File: src/rtl/mc_ctrl_pkg.sv
// mc_ctrl shared definitions: states, control encodings, instruction classing.
// Decode helper maps IR fields to datapath controls and legality.
package mc_ctrl_pkg;

    typedef enum logic [2:0] {
        STATE_FETCH  = 3'd0,
        STATE_DECODE = 3'd1,
        STATE_EXEC   = 3'd2,
        STATE_MEM    = 3'd3,
        STATE_WB     = 3'd4,
        STATE_TRAP   = 3'd5
    } state_e;

    localparam logic [6:0] OP_R     = 7'b0110011;
    localparam logic [6:0] OP_IMM   = 7'b0010011;
    localparam logic [6:0] OP_LOAD  = 7'b0000011;
    localparam logic [6:0] OP_STORE = 7'b0100011;
    localparam logic [6:0] OP_BR    = 7'b1100011;
    localparam logic [6:0] OP_JAL   = 7'b1101111;
    localparam logic [6:0] OP_JALR  = 7'b1100111;
    localparam logic [6:0] OP_LUI   = 7'b0110111;
    localparam logic [6:0] OP_AUIPC = 7'b0010111;

    localparam logic [5:0] EXT_CTRL_ITYPE_SHAMT = 6'b100000;
    localparam logic [5:0] EXT_CTRL_ITYPE       = 6'b010000;
    localparam logic [5:0] EXT_CTRL_STYPE       = 6'b001000;
    localparam logic [5:0] EXT_CTRL_BTYPE       = 6'b000100;
    localparam logic [5:0] EXT_CTRL_UTYPE       = 6'b000010;
    localparam logic [5:0] EXT_CTRL_JTYPE       = 6'b000001;

    localparam logic [4:0] ALUOp_nop   = 5'd0;
    localparam logic [4:0] ALUOp_lui   = 5'd1;
    localparam logic [4:0] ALUOp_auipc = 5'd2;
    localparam logic [4:0] ALUOp_add   = 5'd3;
    localparam logic [4:0] ALUOp_sub   = 5'd4;
    localparam logic [4:0] ALUOp_sll   = 5'd5;
    localparam logic [4:0] ALUOp_slt   = 5'd6;
    localparam logic [4:0] ALUOp_sltu  = 5'd7;
    localparam logic [4:0] ALUOp_xor   = 5'd8;
    localparam logic [4:0] ALUOp_srl   = 5'd9;
    localparam logic [4:0] ALUOp_sra   = 5'd10;
    localparam logic [4:0] ALUOp_or    = 5'd11;
    localparam logic [4:0] ALUOp_and   = 5'd12;

    localparam logic [2:0] NPC_PLUS4  = 3'b000;
    localparam logic [2:0] NPC_BRANCH = 3'b001;
    localparam logic [2:0] NPC_JUMP   = 3'b010;
    localparam logic [2:0] NPC_JALR   = 3'b100;

    localparam logic [1:0] WDSel_FromALU = 2'b00;
    localparam logic [1:0] WDSel_FromMEM = 2'b01;
    localparam logic [1:0] WDSel_FromPC  = 2'b10;

    localparam logic [2:0] dm_byte              = 3'b001;
    localparam logic [2:0] dm_halfword          = 3'b010;
    localparam logic [2:0] dm_word              = 3'b011;
    localparam logic [2:0] dm_byte_unsigned     = 3'b100;
    localparam logic [2:0] dm_halfword_unsigned = 3'b101;

    localparam logic [2:0] st_byte     = dm_byte;
    localparam logic [2:0] st_halfword = dm_halfword;
    localparam logic [2:0] st_word     = dm_word;

    typedef enum logic [2:0] {
        CLS_ALU, CLS_LOAD, CLS_STORE, CLS_BR, CLS_JAL, CLS_JALR
    } cls_e;

    typedef struct packed {
        logic       illegal;
        cls_e       cls;
        logic [5:0] ext;
        logic [4:0] alu;
        logic       src;
        logic [1:0] wd;
        logic [2:0] dm;
    } dec_t;

    function automatic logic [4:0] alu_f3(
        input logic [2:0] f3,
        input logic       alt
    );
        logic [4:0] a;
        a = ALUOp_nop;
        unique case (f3)
            3'b000: a = alt ? ALUOp_sub : ALUOp_add;
            3'b001: a = ALUOp_sll;
            3'b010: a = ALUOp_slt;
            3'b011: a = ALUOp_sltu;
            3'b100: a = ALUOp_xor;
            3'b101: a = alt ? ALUOp_sra : ALUOp_srl;
            3'b110: a = ALUOp_or;
            default: a = ALUOp_and;
        endcase
        return a;
    endfunction

    function automatic dec_t decode(
        input logic [6:0] op,
        input logic [6:0] f7,
        input logic [2:0] f3
    );
        dec_t d;
        logic f7_z;
        logic f7_a;
        f7_z = (f7 == 7'b0000000);
        f7_a = (f7 == 7'b0100000);
        d = '0;
        unique case (1'b1)
            (op == OP_R): begin
                d.illegal = !(f7_z || (f7_a && (f3 == 3'b000 || f3 == 3'b101)));
                d.alu = alu_f3(f3, f7_a);
            end
            (op == OP_IMM): begin
                d.ext = (f3 == 3'b001 || f3 == 3'b101) ?
                        EXT_CTRL_ITYPE_SHAMT : EXT_CTRL_ITYPE;
                d.alu = alu_f3(f3, f3 == 3'b101 && f7_a);
                d.src = 1'b1;
                if (f3 == 3'b001)
                    d.illegal = !f7_z;
                else if (f3 == 3'b101)
                    d.illegal = !(f7_z || f7_a);
            end
            (op == OP_LOAD): begin
                d.cls = CLS_LOAD;
                d.ext = EXT_CTRL_ITYPE;
                d.alu = ALUOp_add;
                d.src = 1'b1;
                d.wd  = WDSel_FromMEM;
                unique case (f3)
                    3'b000: d.dm = dm_byte;
                    3'b001: d.dm = dm_halfword;
                    3'b010: d.dm = dm_word;
                    3'b100: d.dm = dm_byte_unsigned;
                    3'b101: d.dm = dm_halfword_unsigned;
                    default: d.illegal = 1'b1;
                endcase
            end
            (op == OP_STORE): begin
                d.cls = CLS_STORE;
                d.ext = EXT_CTRL_STYPE;
                d.alu = ALUOp_add;
                d.src = 1'b1;
                unique case (f3)
                    3'b000: d.dm = st_byte;
                    3'b001: d.dm = st_halfword;
                    3'b010: d.dm = st_word;
                    default: d.illegal = 1'b1;
                endcase
            end
            (op == OP_BR): begin
                d.cls = CLS_BR;
                d.ext = EXT_CTRL_BTYPE;
                d.alu = ALUOp_sub;
                d.illegal = (f3 == 3'b010 || f3 == 3'b011);
            end
            (op == OP_JAL): begin
                d.cls = CLS_JAL;
                d.ext = EXT_CTRL_JTYPE;
                d.alu = ALUOp_add;
                d.src = 1'b1;
                d.wd  = WDSel_FromPC;
            end
            (op == OP_JALR): begin
                d.cls = CLS_JALR;
                d.ext = EXT_CTRL_ITYPE;
                d.alu = ALUOp_add;
                d.src = 1'b1;
                d.wd  = WDSel_FromPC;
            end
            (op == OP_LUI): begin
                d.ext = EXT_CTRL_UTYPE;
                d.alu = ALUOp_lui;
                d.src = 1'b1;
            end
            (op == OP_AUIPC): begin
                d.ext = EXT_CTRL_UTYPE;
                d.alu = ALUOp_auipc;
                d.src = 1'b1;
            end
            default: d.illegal = 1'b1;
        endcase
        return d;
    endfunction

endpackage

File: src/rtl/mc_ctrl_if.sv
// Controller <-> datapath/memory bundle for mc_ctrl.
// master is the controller side, slave the datapath side.
interface mc_ctrl_if;
    logic [6:0] Op;
    logic [6:0] Funct7;
    logic [2:0] Funct3;
    logic       Zero;
    logic       Lt;
    logic       Ltu;
    logic       imem_ack;
    logic       dmem_ack;
    logic       imem_req;
    logic       dmem_req;
    logic       IRWrite;
    logic       PCWrite;
    logic       RegWrite;
    logic       MemWrite;
    logic       MemRead;
    logic [5:0] EXTOp;
    logic [4:0] ALUOp;
    logic [2:0] NPCOp;
    logic       ALUSrc;
    logic [2:0] DMType;
    logic [1:0] WDSel;
    logic       trap;
    logic       bus_err;
    logic [2:0] state;

    modport master (
        input  Op, Funct7, Funct3, Zero, Lt, Ltu, imem_ack, dmem_ack,
        output imem_req, dmem_req, IRWrite, PCWrite, RegWrite,
        output MemWrite, MemRead, EXTOp, ALUOp, NPCOp, ALUSrc,
        output DMType, WDSel, trap, bus_err, state
    );

    modport slave (
        output Op, Funct7, Funct3, Zero, Lt, Ltu, imem_ack, dmem_ack,
        input  imem_req, dmem_req, IRWrite, PCWrite, RegWrite,
        input  MemWrite, MemRead, EXTOp, ALUOp, NPCOp, ALUSrc,
        input  DMType, WDSel, trap, bus_err, state
    );
endinterface

File: src/rtl/mc_ctrl_br_cond.sv
// Branch condition evaluation from Funct3 and ALU flags.
// Reserved Funct3 codes never report taken.
module mc_ctrl_br_cond (
    input  logic [2:0] funct3,
    input  logic       zero,
    input  logic       lt,
    input  logic       ltu,
    output logic       taken
);
    always_comb begin
        taken = 1'b0;
        unique case (funct3)
            3'b000: taken = zero;
            3'b001: taken = !zero;
            3'b100: taken = lt;
            3'b101: taken = !lt;
            3'b110: taken = ltu;
            3'b111: taken = !ltu;
            default: taken = 1'b0;
        endcase
    end
endmodule

File: src/rtl/mc_ctrl.sv
// Multi-cycle RV32I control FSM: FETCH/DECODE/EXEC/MEM/WB plus TRAP,
// with variable-latency memory handshakes and an optional wait timeout.
module mc_ctrl
    import mc_ctrl_pkg::*;
#(
    parameter bit ILLEGAL_TRAP = 1'b1,
    parameter int MEM_TIMEOUT  = 16,
    parameter int TW           = 5
) (
    input logic      clk,
    input logic      rst,
    mc_ctrl_if.master bus
);
    localparam bit            TO_EN   = (MEM_TIMEOUT != 0);
    localparam logic [TW-1:0] TO_LAST = TW'(MEM_TIMEOUT - 1);

    state_e        st;
    logic          imem_req_q;
    logic          dmem_req_q;
    logic          bus_err_q;
    logic [TW-1:0] cnt;
    dec_t          dec;
    logic          taken;
    logic          to_hit;
    logic          dp_en;
    logic          pc_we;
    logic [2:0]    npc;

    assign dec = decode(bus.Op, bus.Funct7, bus.Funct3);

    mc_ctrl_br_cond u_br_cond (
        .funct3 (bus.Funct3),
        .zero   (bus.Zero),
        .lt     (bus.Lt),
        .ltu    (bus.Ltu),
        .taken  (taken)
    );

    // Counter only runs while a request waits; the last allowed wait cycle traps.
    assign to_hit = TO_EN && (cnt == TO_LAST);

    always_ff @(posedge clk or posedge rst) begin
        if (rst) begin
            st         <= STATE_FETCH;
            imem_req_q <= 1'b0;
            dmem_req_q <= 1'b0;
            bus_err_q  <= 1'b0;
            cnt        <= '0;
        end else begin
            cnt <= '0;
            unique case (st)
                STATE_FETCH: begin
                    if (!imem_req_q) begin
                        imem_req_q <= 1'b1;
                    end else if (bus.imem_ack) begin
                        imem_req_q <= 1'b0;
                        st         <= STATE_DECODE;
                    end else if (to_hit) begin
                        imem_req_q <= 1'b0;
                        bus_err_q  <= 1'b1;
                        st         <= STATE_TRAP;
                    end else begin
                        cnt <= cnt + 1'b1;
                    end
                end
                STATE_DECODE: begin
                    if (!dec.illegal) begin
                        st <= STATE_EXEC;
                    end else if (ILLEGAL_TRAP) begin
                        st <= STATE_TRAP;
                    end else begin
                        st         <= STATE_FETCH;
                        imem_req_q <= 1'b1;
                    end
                end
                STATE_EXEC: begin
                    if (dec.cls == CLS_LOAD || dec.cls == CLS_STORE) begin
                        st         <= STATE_MEM;
                        dmem_req_q <= 1'b1;
                    end else if (dec.cls == CLS_BR) begin
                        st         <= STATE_FETCH;
                        imem_req_q <= 1'b1;
                    end else begin
                        st <= STATE_WB;
                    end
                end
                STATE_MEM: begin
                    if (bus.dmem_ack) begin
                        dmem_req_q <= 1'b0;
                        if (dec.cls == CLS_STORE) begin
                            st         <= STATE_FETCH;
                            imem_req_q <= 1'b1;
                        end else begin
                            st <= STATE_WB;
                        end
                    end else if (to_hit) begin
                        dmem_req_q <= 1'b0;
                        bus_err_q  <= 1'b1;
                        st         <= STATE_TRAP;
                    end else begin
                        cnt <= cnt + 1'b1;
                    end
                end
                STATE_WB: begin
                    st         <= STATE_FETCH;
                    imem_req_q <= 1'b1;
                end
                STATE_TRAP: st <= STATE_TRAP;
                default:    st <= STATE_FETCH;
            endcase
        end
    end

    always_comb begin
        pc_we = 1'b0;
        npc   = NPC_PLUS4;
        unique case (1'b1)
            (st == STATE_DECODE): pc_we = dec.illegal && !ILLEGAL_TRAP;
            (st == STATE_EXEC): begin
                if (dec.cls == CLS_BR) begin
                    pc_we = 1'b1;
                    npc   = taken ? NPC_BRANCH : NPC_PLUS4;
                end
            end
            (st == STATE_MEM): pc_we = bus.dmem_ack && (dec.cls == CLS_STORE);
            (st == STATE_WB): begin
                pc_we = 1'b1;
                if (dec.cls == CLS_JAL)
                    npc = NPC_JUMP;
                else if (dec.cls == CLS_JALR)
                    npc = NPC_JALR;
            end
            default: pc_we = 1'b0;
        endcase
    end

    assign dp_en = (st == STATE_EXEC) || (st == STATE_MEM) || (st == STATE_WB);

    assign bus.imem_req = imem_req_q;
    assign bus.dmem_req = dmem_req_q;
    assign bus.IRWrite  = imem_req_q && bus.imem_ack;
    assign bus.PCWrite  = pc_we;
    assign bus.NPCOp    = npc;
    assign bus.RegWrite = (st == STATE_WB);
    assign bus.MemRead  = dmem_req_q && (dec.cls == CLS_LOAD);
    assign bus.MemWrite = dmem_req_q && (dec.cls == CLS_STORE);
    assign bus.EXTOp    = dp_en ? dec.ext : '0;
    assign bus.ALUOp    = dp_en ? dec.alu : '0;
    assign bus.ALUSrc   = dp_en && dec.src;
    assign bus.WDSel    = dp_en ? dec.wd : '0;
    assign bus.DMType   = dp_en ? dec.dm : '0;
    assign bus.trap     = (st == STATE_TRAP);
    assign bus.bus_err  = bus_err_q;
    assign bus.state    = st;
endmodule

File: src/flat_wrapper.sv
// flat-port wrapper written by rule: the top's interface ports become plain ports
module mc_ctrl_flat import mc_ctrl_pkg::*;
#(
    parameter bit ILLEGAL_TRAP = 1'b1,
    parameter int MEM_TIMEOUT  = 16,
    parameter int TW           = 5
)
  (clk, rst, bus_Op, bus_Funct7, bus_Funct3, bus_Zero, bus_Lt, bus_Ltu, bus_imem_ack, bus_dmem_ack, bus_imem_req, bus_dmem_req, bus_IRWrite, bus_PCWrite, bus_RegWrite, bus_MemWrite, bus_MemRead, bus_EXTOp, bus_ALUOp, bus_NPCOp, bus_ALUSrc, bus_DMType, bus_WDSel, bus_trap, bus_bus_err, bus_state);
  mc_ctrl_if bus_i ();
  input logic clk;
  input logic rst;
  input wire logic [$bits(bus_i.Op)-1:0] bus_Op;
  input wire logic [$bits(bus_i.Funct7)-1:0] bus_Funct7;
  input wire logic [$bits(bus_i.Funct3)-1:0] bus_Funct3;
  input wire logic [$bits(bus_i.Zero)-1:0] bus_Zero;
  input wire logic [$bits(bus_i.Lt)-1:0] bus_Lt;
  input wire logic [$bits(bus_i.Ltu)-1:0] bus_Ltu;
  input wire logic [$bits(bus_i.imem_ack)-1:0] bus_imem_ack;
  input wire logic [$bits(bus_i.dmem_ack)-1:0] bus_dmem_ack;
  output wire logic [$bits(bus_i.imem_req)-1:0] bus_imem_req;
  output wire logic [$bits(bus_i.dmem_req)-1:0] bus_dmem_req;
  output wire logic [$bits(bus_i.IRWrite)-1:0] bus_IRWrite;
  output wire logic [$bits(bus_i.PCWrite)-1:0] bus_PCWrite;
  output wire logic [$bits(bus_i.RegWrite)-1:0] bus_RegWrite;
  output wire logic [$bits(bus_i.MemWrite)-1:0] bus_MemWrite;
  output wire logic [$bits(bus_i.MemRead)-1:0] bus_MemRead;
  output wire logic [$bits(bus_i.EXTOp)-1:0] bus_EXTOp;
  output wire logic [$bits(bus_i.ALUOp)-1:0] bus_ALUOp;
  output wire logic [$bits(bus_i.NPCOp)-1:0] bus_NPCOp;
  output wire logic [$bits(bus_i.ALUSrc)-1:0] bus_ALUSrc;
  output wire logic [$bits(bus_i.DMType)-1:0] bus_DMType;
  output wire logic [$bits(bus_i.WDSel)-1:0] bus_WDSel;
  output wire logic [$bits(bus_i.trap)-1:0] bus_trap;
  output wire logic [$bits(bus_i.bus_err)-1:0] bus_bus_err;
  output wire logic [$bits(bus_i.state)-1:0] bus_state;
  assign bus_i.Op = bus_Op;
  assign bus_i.Funct7 = bus_Funct7;
  assign bus_i.Funct3 = bus_Funct3;
  assign bus_i.Zero = bus_Zero;
  assign bus_i.Lt = bus_Lt;
  assign bus_i.Ltu = bus_Ltu;
  assign bus_i.imem_ack = bus_imem_ack;
  assign bus_i.dmem_ack = bus_dmem_ack;
  assign bus_imem_req = bus_i.imem_req;
  assign bus_dmem_req = bus_i.dmem_req;
  assign bus_IRWrite = bus_i.IRWrite;
  assign bus_PCWrite = bus_i.PCWrite;
  assign bus_RegWrite = bus_i.RegWrite;
  assign bus_MemWrite = bus_i.MemWrite;
  assign bus_MemRead = bus_i.MemRead;
  assign bus_EXTOp = bus_i.EXTOp;
  assign bus_ALUOp = bus_i.ALUOp;
  assign bus_NPCOp = bus_i.NPCOp;
  assign bus_ALUSrc = bus_i.ALUSrc;
  assign bus_DMType = bus_i.DMType;
  assign bus_WDSel = bus_i.WDSel;
  assign bus_trap = bus_i.trap;
  assign bus_bus_err = bus_i.bus_err;
  assign bus_state = bus_i.state;
  mc_ctrl #(.ILLEGAL_TRAP(ILLEGAL_TRAP), .MEM_TIMEOUT(MEM_TIMEOUT), .TW(TW)) u_core (.clk(clk), .rst(rst), .bus(bus_i));
endmodule
File: config.mk
export PLATFORM = sky130hd
export DESIGN_NAME = mc_ctrl_flat
export DESIGN_NICKNAME = d
export VERILOG_FILES = /design/src/rtl/mc_ctrl_pkg.sv /design/src/rtl/mc_ctrl_if.sv /design/src/rtl/mc_ctrl_br_cond.sv /design/src/rtl/mc_ctrl.sv /design/src/flat_wrapper.sv
export SDC_FILE = /design/constraint.sdc
export NUM_CORES = 1
export LEC_CHECK = 0
export CAP_MARGIN = 20
export CELL_PAD_IN_SITES_DETAIL_PLACEMENT = 0
export CELL_PAD_IN_SITES_GLOBAL_PLACEMENT = 2
export CORE_MARGIN = 5
export CORE_UTILIZATION = 23
export DETAILED_ROUTE_END_ITERATION = 10
export PLACE_DENSITY_LB_ADDON = 0.05
export SLEW_MARGIN = 20
export SYNTH_ARGS = -nofsm -noshare
export SYNTH_HDL_FRONTEND = slang
export SYNTH_SLANG_ARGS = --single-unit
File: constraint.sdc
create_clock -name clk -period 2.4 [get_ports clk]
set_clock_uncertainty 0.05 [all_clocks]
set_input_delay 0.48 -clock clk [delete_from_list [all_inputs] [get_ports clk]]
set_output_delay 0.48 -clock clk [all_outputs]
set_load 0.01 [all_outputs]
[Yosys cells after proc, flatten, opt, wreduce, memory -nomap -nowiden]
Cells that the tools add are included.
Word-level totals
  bits in registers: 11
  word-level logic and storage cells: 144
  bits of input ports: 24
Operators by class
  $add $sub $neg: 1
  eq/ne operators: 37
  reduce and logical (&&, ||, !) cells: 38
  mux-type cells: 63
Operator list (count)
  5-bit case mux with 7 select lines: 2
  3-bit case mux with 5 select lines: 3
  3-bit two-way mux: 14
  6-bit case mux with 6 select lines: 1
  5-bit case mux with 6 select lines: 1
  7-bit by 6-bit == test with 1-bit output (second input constant): 4
  5-bit two-way mux: 5
  3-bit == test (second input constant): 8
  7-bit == test (second input constant): 3
  1-bit two-way mux: 21
  3-bit by 2-bit == test with 1-bit output (second input constant): 6
  7-bit by 5-bit == test with 1-bit output (second input constant): 2
  6-bit two-way mux: 2
  1-bit case mux with 6 select lines: 2
  3-bit case mux with 2 select lines: 2
  2-bit inequality test (second input constant): 5
  5-bit case mux with 2 select lines: 1
  3-bit by 1-bit == test with 1-bit output (second input constant): 3
  1-bit logical OR: 8
  4-bit OR reduction: 2
  7-bit by 2-bit == test with 1-bit output (second input constant): 1
  1-bit logical AND: 7
  7-bit zero test: 1
  7-bit OR reduction: 1
  other kinds (20): 34

[Logic depth before layout (Yosys ltp)]
  depth in word-level cells: 8
  mapped depth: 7

[Hierarchy]
From an unflattened synthesis, not the netlist that was laid out.
Unflattened totals
  cell total of the unflattened synthesis: 176
  area total of the unflattened synthesis: 1232.4 um^2
By module, submodules not included
  mc_ctrl: area an instance 1192.4 um^2, cells an instance 171, times used 1
  mc_ctrl_br_cond: area an instance 40.0 um^2, cells an instance 5, times used 1

[Worst setup path after synthesis]
Ideal clock, no wire load.
  path type: input-to-output
  start: in bus_Funct7[1]
  end: out bus_ALUOp[2]
  buffers on the path: 0
  arrival time: 1.919 ns
  data required time: 1.870 ns
  slack: -0.049 ns
  stages: 5
  cells stage by stage: or4_4 > nor4b_4 > nand2_1 > a221o_2 > a21oi_1
Between the ends
  longest elaborated chain between the ends: 6
  elaborated cells between the ends (all ways): 8
  classes of those cells: 1 x eq/ne; 6 x mux; 1 x reduce/logical
Ends and longest elaborated chain
  start, declared: line flat_wrapper.sv:13  | input wire logic [$bits(bus_i.Funct7)-1:0] bus_Funct7;
  7-bit by 6-bit == test with 1-bit output *: line mc_ctrl_pkg.sv:106  | f7_a = (f7 == 7'b0100000);
  1-bit logical AND: line mc_ctrl_pkg.sv:116  | d.alu = alu_f3(f3, f3 == 3'b101 && f7_a);
  3-bit two-way mux: line mc_ctrl_pkg.sv:85  | 3'b000: a = alt ? ALUOp_sub : ALUOp_add;
  5-bit case mux with 7 select lines: line mc_ctrl_pkg.sv:84  | unique case (f3)
  5-bit case mux with 6 select lines *: line mc_ctrl_pkg.sv:108  | unique case (1'b1)
  5-bit two-way mux *: line mc_ctrl.sv:148  | assign bus.ALUOp = dp_en ? dec.alu : '0;
  end, declared: line flat_wrapper.sv:28  | output wire logic [$bits(bus_i.ALUOp)-1:0] bus_ALUOp;
Mark *: on every way between the ends. The rest lies on a longest branch, timed or not.

[Worst setup path after layout]
  start: in bus_Funct7[2]
  end: out bus_ALUOp[2]
The elaborated chain is that of the path after synthesis.

==> metrics.txt <==
status complete, but fails checks; violations in the final reports negative setup slack; number of antenna violations at the first check in global routing 0; Int Pwr ~680 uW; portion of total power attributed to the clock network 0.162; half-perimeter wire length after placement between 4000 and 5000 um; clock root cell sky130_fd_sc_hd__clkbuf_8; share of the synthesized area in the top cell type 0.208; Layout Cell Area excl Fill 2440 um^2; count of different cell masters after synthesis 57; fraction of the mapped netlist area in compound gates 0.204; routed vias approximately 1700; sequential power share 0.224; Crit Path Max Fanout 2; leading cell types by total area after synthesis sky130_fd_sc_hd__dfrtp_1 (21%), sky130_fd_sc_hd__nor2_1 (6.0%), sky130_fd_sc_hd__nor3_1 (4.9%), sky130_fd_sc_hd__nand2_1 (4.3%), sky130_fd_sc_hd__a21oi_1 (3.0%); path category of the worst min-delay check flop to flop; area share of fa/ha/maj cells after synthesis 0.00947; max-slew violation count 0; unrepaired setup endpoints after global routing yes; core region area 5540 um^2; cell count of the worst reg-to-reg path 6; main combinational cell family by area after synthesis simple AND/OR/NAND/NOR gates; register bit total from synthesis 11; setup violators final 3; H-tree lvl count 1; max frequency approximately 0.38 GHz; Via density roughly 4.8; simple logic cell fraction of the synthesized area 0.451; smallest setup slack after layout -0.217 ns; area growth from synthesis to layout 84.8%; post-synthesis instance area approximately 1300 um^2; switching share of power 0.402; syn avg cell area around 7.4 um^2; Top FF cell, synth sky130_fd_sc_hd__dfrtp_1; post-placement setup slack -0.964 ns; portion of the clock cycle consumed by the worst path in the final layout 1.09; clock buffer count from CTS 3; via count of the first global-routing pass ~1800; cell-by-cell listing of the critical path buf_6, or4_4, nor4b_4, nand2_1, a221o_2, a21oi_2, buf_2; TritonCTS clock tree yes; critical path startpoint category input pin; Min Clock Period, post-route 2.62 ns; most used cells in the layout excluding fill and tap cells sky130_fd_sc_hd__buf_4 (61), sky130_fd_sc_hd__nor2_1 (20), sky130_fd_sc_hd__clkdlybuf4s50_1 (18), sky130_fd_sc_hd__buf_2 (15), sky130_fd_sc_hd__nand2_1 (14); chip width around 86 um; count of endpoints failing hold in the final timing report 0; Site Rows 27; quantity of I/O buffers inserted on ports between 50 and 60; Post-Syn Nets slightly above 200; post-detailed-route count of antenna-violating nets 0; starting density of the core 0.238; total overflow reported by the global router 0; DRC 0; number of enable-type register cells in the synthesized netlist 0; power density normalized to cell area 466 nW/um^2; Synth Warn # 0; global-route wire length before repair 8530 um; DIE HEIGHT around 86 um; reported leakage power between 1 and 1.5 nW; data arrival time of the critical path between 2 and 2.5 ns; count of max-cap constraint violations 0; VDD IR max around 410 uV; data required time of the critical path approximately 1.9 ns; sink count of the clock tree 11; final WL 5100 um; mux share of post-synthesis cell area 0.0161; share of cells above drive strength 1 0.430; clock latency of the later-clocked register in the worst-skew pair 0.24 ns; proportion of synthesized chip area in sequential cells 0.208; fraction of registers with async set or reset after synthesis 1.00; GRT Util Overall 0.139; clock transition at the registers of the reported paths ~0.050 ns; worst hold-check slack 0.405 ns; Max Buffers Root-to-Sink 2; leading cell type in the layout, fill and taps excluded sky130_fd_sc_hd__buf_4; instance count of the mapped netlist between 150 and 200; pin count of the biggest net entering global routing 17; summed negative setup slack over all endpoints -0.463 ns; die outline area 7360 um^2; worst setup path category input pin to output pin; global placer's final weighted congestion a little under 0.8; combinational share of power 0.614; First-pass DRT Iterations 4; Min-Delay Path Depth 1; critical path endpoint category output pin; slowest stage cell on the critical path sky130_fd_sc_hd__or4_4; xor/xnor share of the synthesized area 0.0331; area leader, netlist sky130_fd_sc_hd__dfrtp_1; Slowest Stage Delay on Critical Path about 0.54 ns; post-layout net count around 310; quantity of hold-fixing buffers added after cts 0; WL/cell around 14 um; Top-Level Pins 56; NetSw roughly 460 uW; DR iter-0 viols slightly above 50; count of antenna diodes in the layout 0; Post-DP Area 2320 um^2
==> power groups by stage <==
stage	clock, mW	combinational (mW)	sequential (mW)
after global placement	0	0.687	0.253
after global routing	0.192	0.763	0.261
after floorplan	0	0.276	0.267
after CTS	0.184	0.703	0.255
final	0.184	0.699	0.255
after detailed placement	0	0.687	0.255
==> worst paths after layout <==
path,start,to,slack (ns)
worst max-delay path,bus_Funct7[2],bus_ALUOp[2],-0.22
worst min-delay path,u_core.bus.bus_err,u_core.bus.bus_err,0.41
worst max register to register,u_core.bus.state[0],u_core.bus.imem_req,0.67
worst min register to register,u_core.bus.bus_err,u_core.bus.bus_err,0.41
max in group asynchronous,rst,u_core.cnt[0],1.53
min in group asynchronous,rst,u_core.cnt[3],0.49
==> registers in the layout, indices dropped and copies added, names as in the netlist <==
name                 count
u_core.bus.bus_err       1
u_core.bus.imem_req      1
u_core.bus.state         3
u_core.cnt               5
u_core.bus.dmem_req      1
==> synth_stat cells (all sizes together), types with 2 or more instances <==
library cell / n
nor2: 21
nand2: 15
nor3: 13
clkbuf: 11
dfrtp: 11
a21oi: 8
o21ai: 8
nor4: 6
a31oi: 5
inv: 5
nand3: 5
nand3b: 5
nor2b: 5
and2: 4
nand2b: 4
or3: 4
a211oi: 3
and3: 3
buf: 3
nor4b: 3
or2: 3
xor2: 3
o32a: 2
or4: 2
xnor2: 2
==> per-stage QoR <==
step / util / power [mW] / instances
floorplan: - / 0.543 / 178
global placement: 0.418 / 0.940 / 348
detailed placement: 0.418 / 0.942 / 348
CTS: 0.441 / 1.14 / 357
global route: 0.441 / 1.22 / 358
finish: 0.441 / 1.14 / 358
==> layout make-up <==
| class | instances | area (um^2) |
|---|---|---|
| fill | 591 | 3100 |
| sequential | 11 | 275 |
| clock buffer | 4 | 45.0 |
| tap | 72 | 90.1 |
| multi-input combinational | 148 | 1070 |
| timing repair buffer | 118 | 946 |
| inverter | 5 | 18.8 |
==> routing by layer <==
metal	track usage	part of all wire	vias to the layer above
met5	0	0	-
met4	0.0259	0.0039	0
met3	0.0154	0.037	4
met2	0.251	0.50	39
met1	0.177	0.46	808
li1	-	-	867
==> critical path, delay by kind of cell <==
| kind | cells | cell delay (ns) |
|---|---|---|
| AND/OR/NAND/NOR | 3 | 0.91 |
| buffers and inverters | 2 | 0.23 |
| AO/OA/AOI/OAI | 2 | 0.47 |
==> cell families (layout without fill, tap and decap cells) <==
group	after synthesis	in the layout
compound gates	39	39
xor+xnor	5	5
fa+ha+maj	1	1
buf+inv	19	127
flops	11	11
mux	2	2
other cells	1	1
simple gates	100	100
==> timing repair <==
item	CTS	global route
gates resized for setup	105	16
pin swaps	11	8
setup endpoints to repair	24	17
setup buffers	5	1
hold endpoints to repair	0	0
No activity file was read; power rests on OpenSTA's default activity.
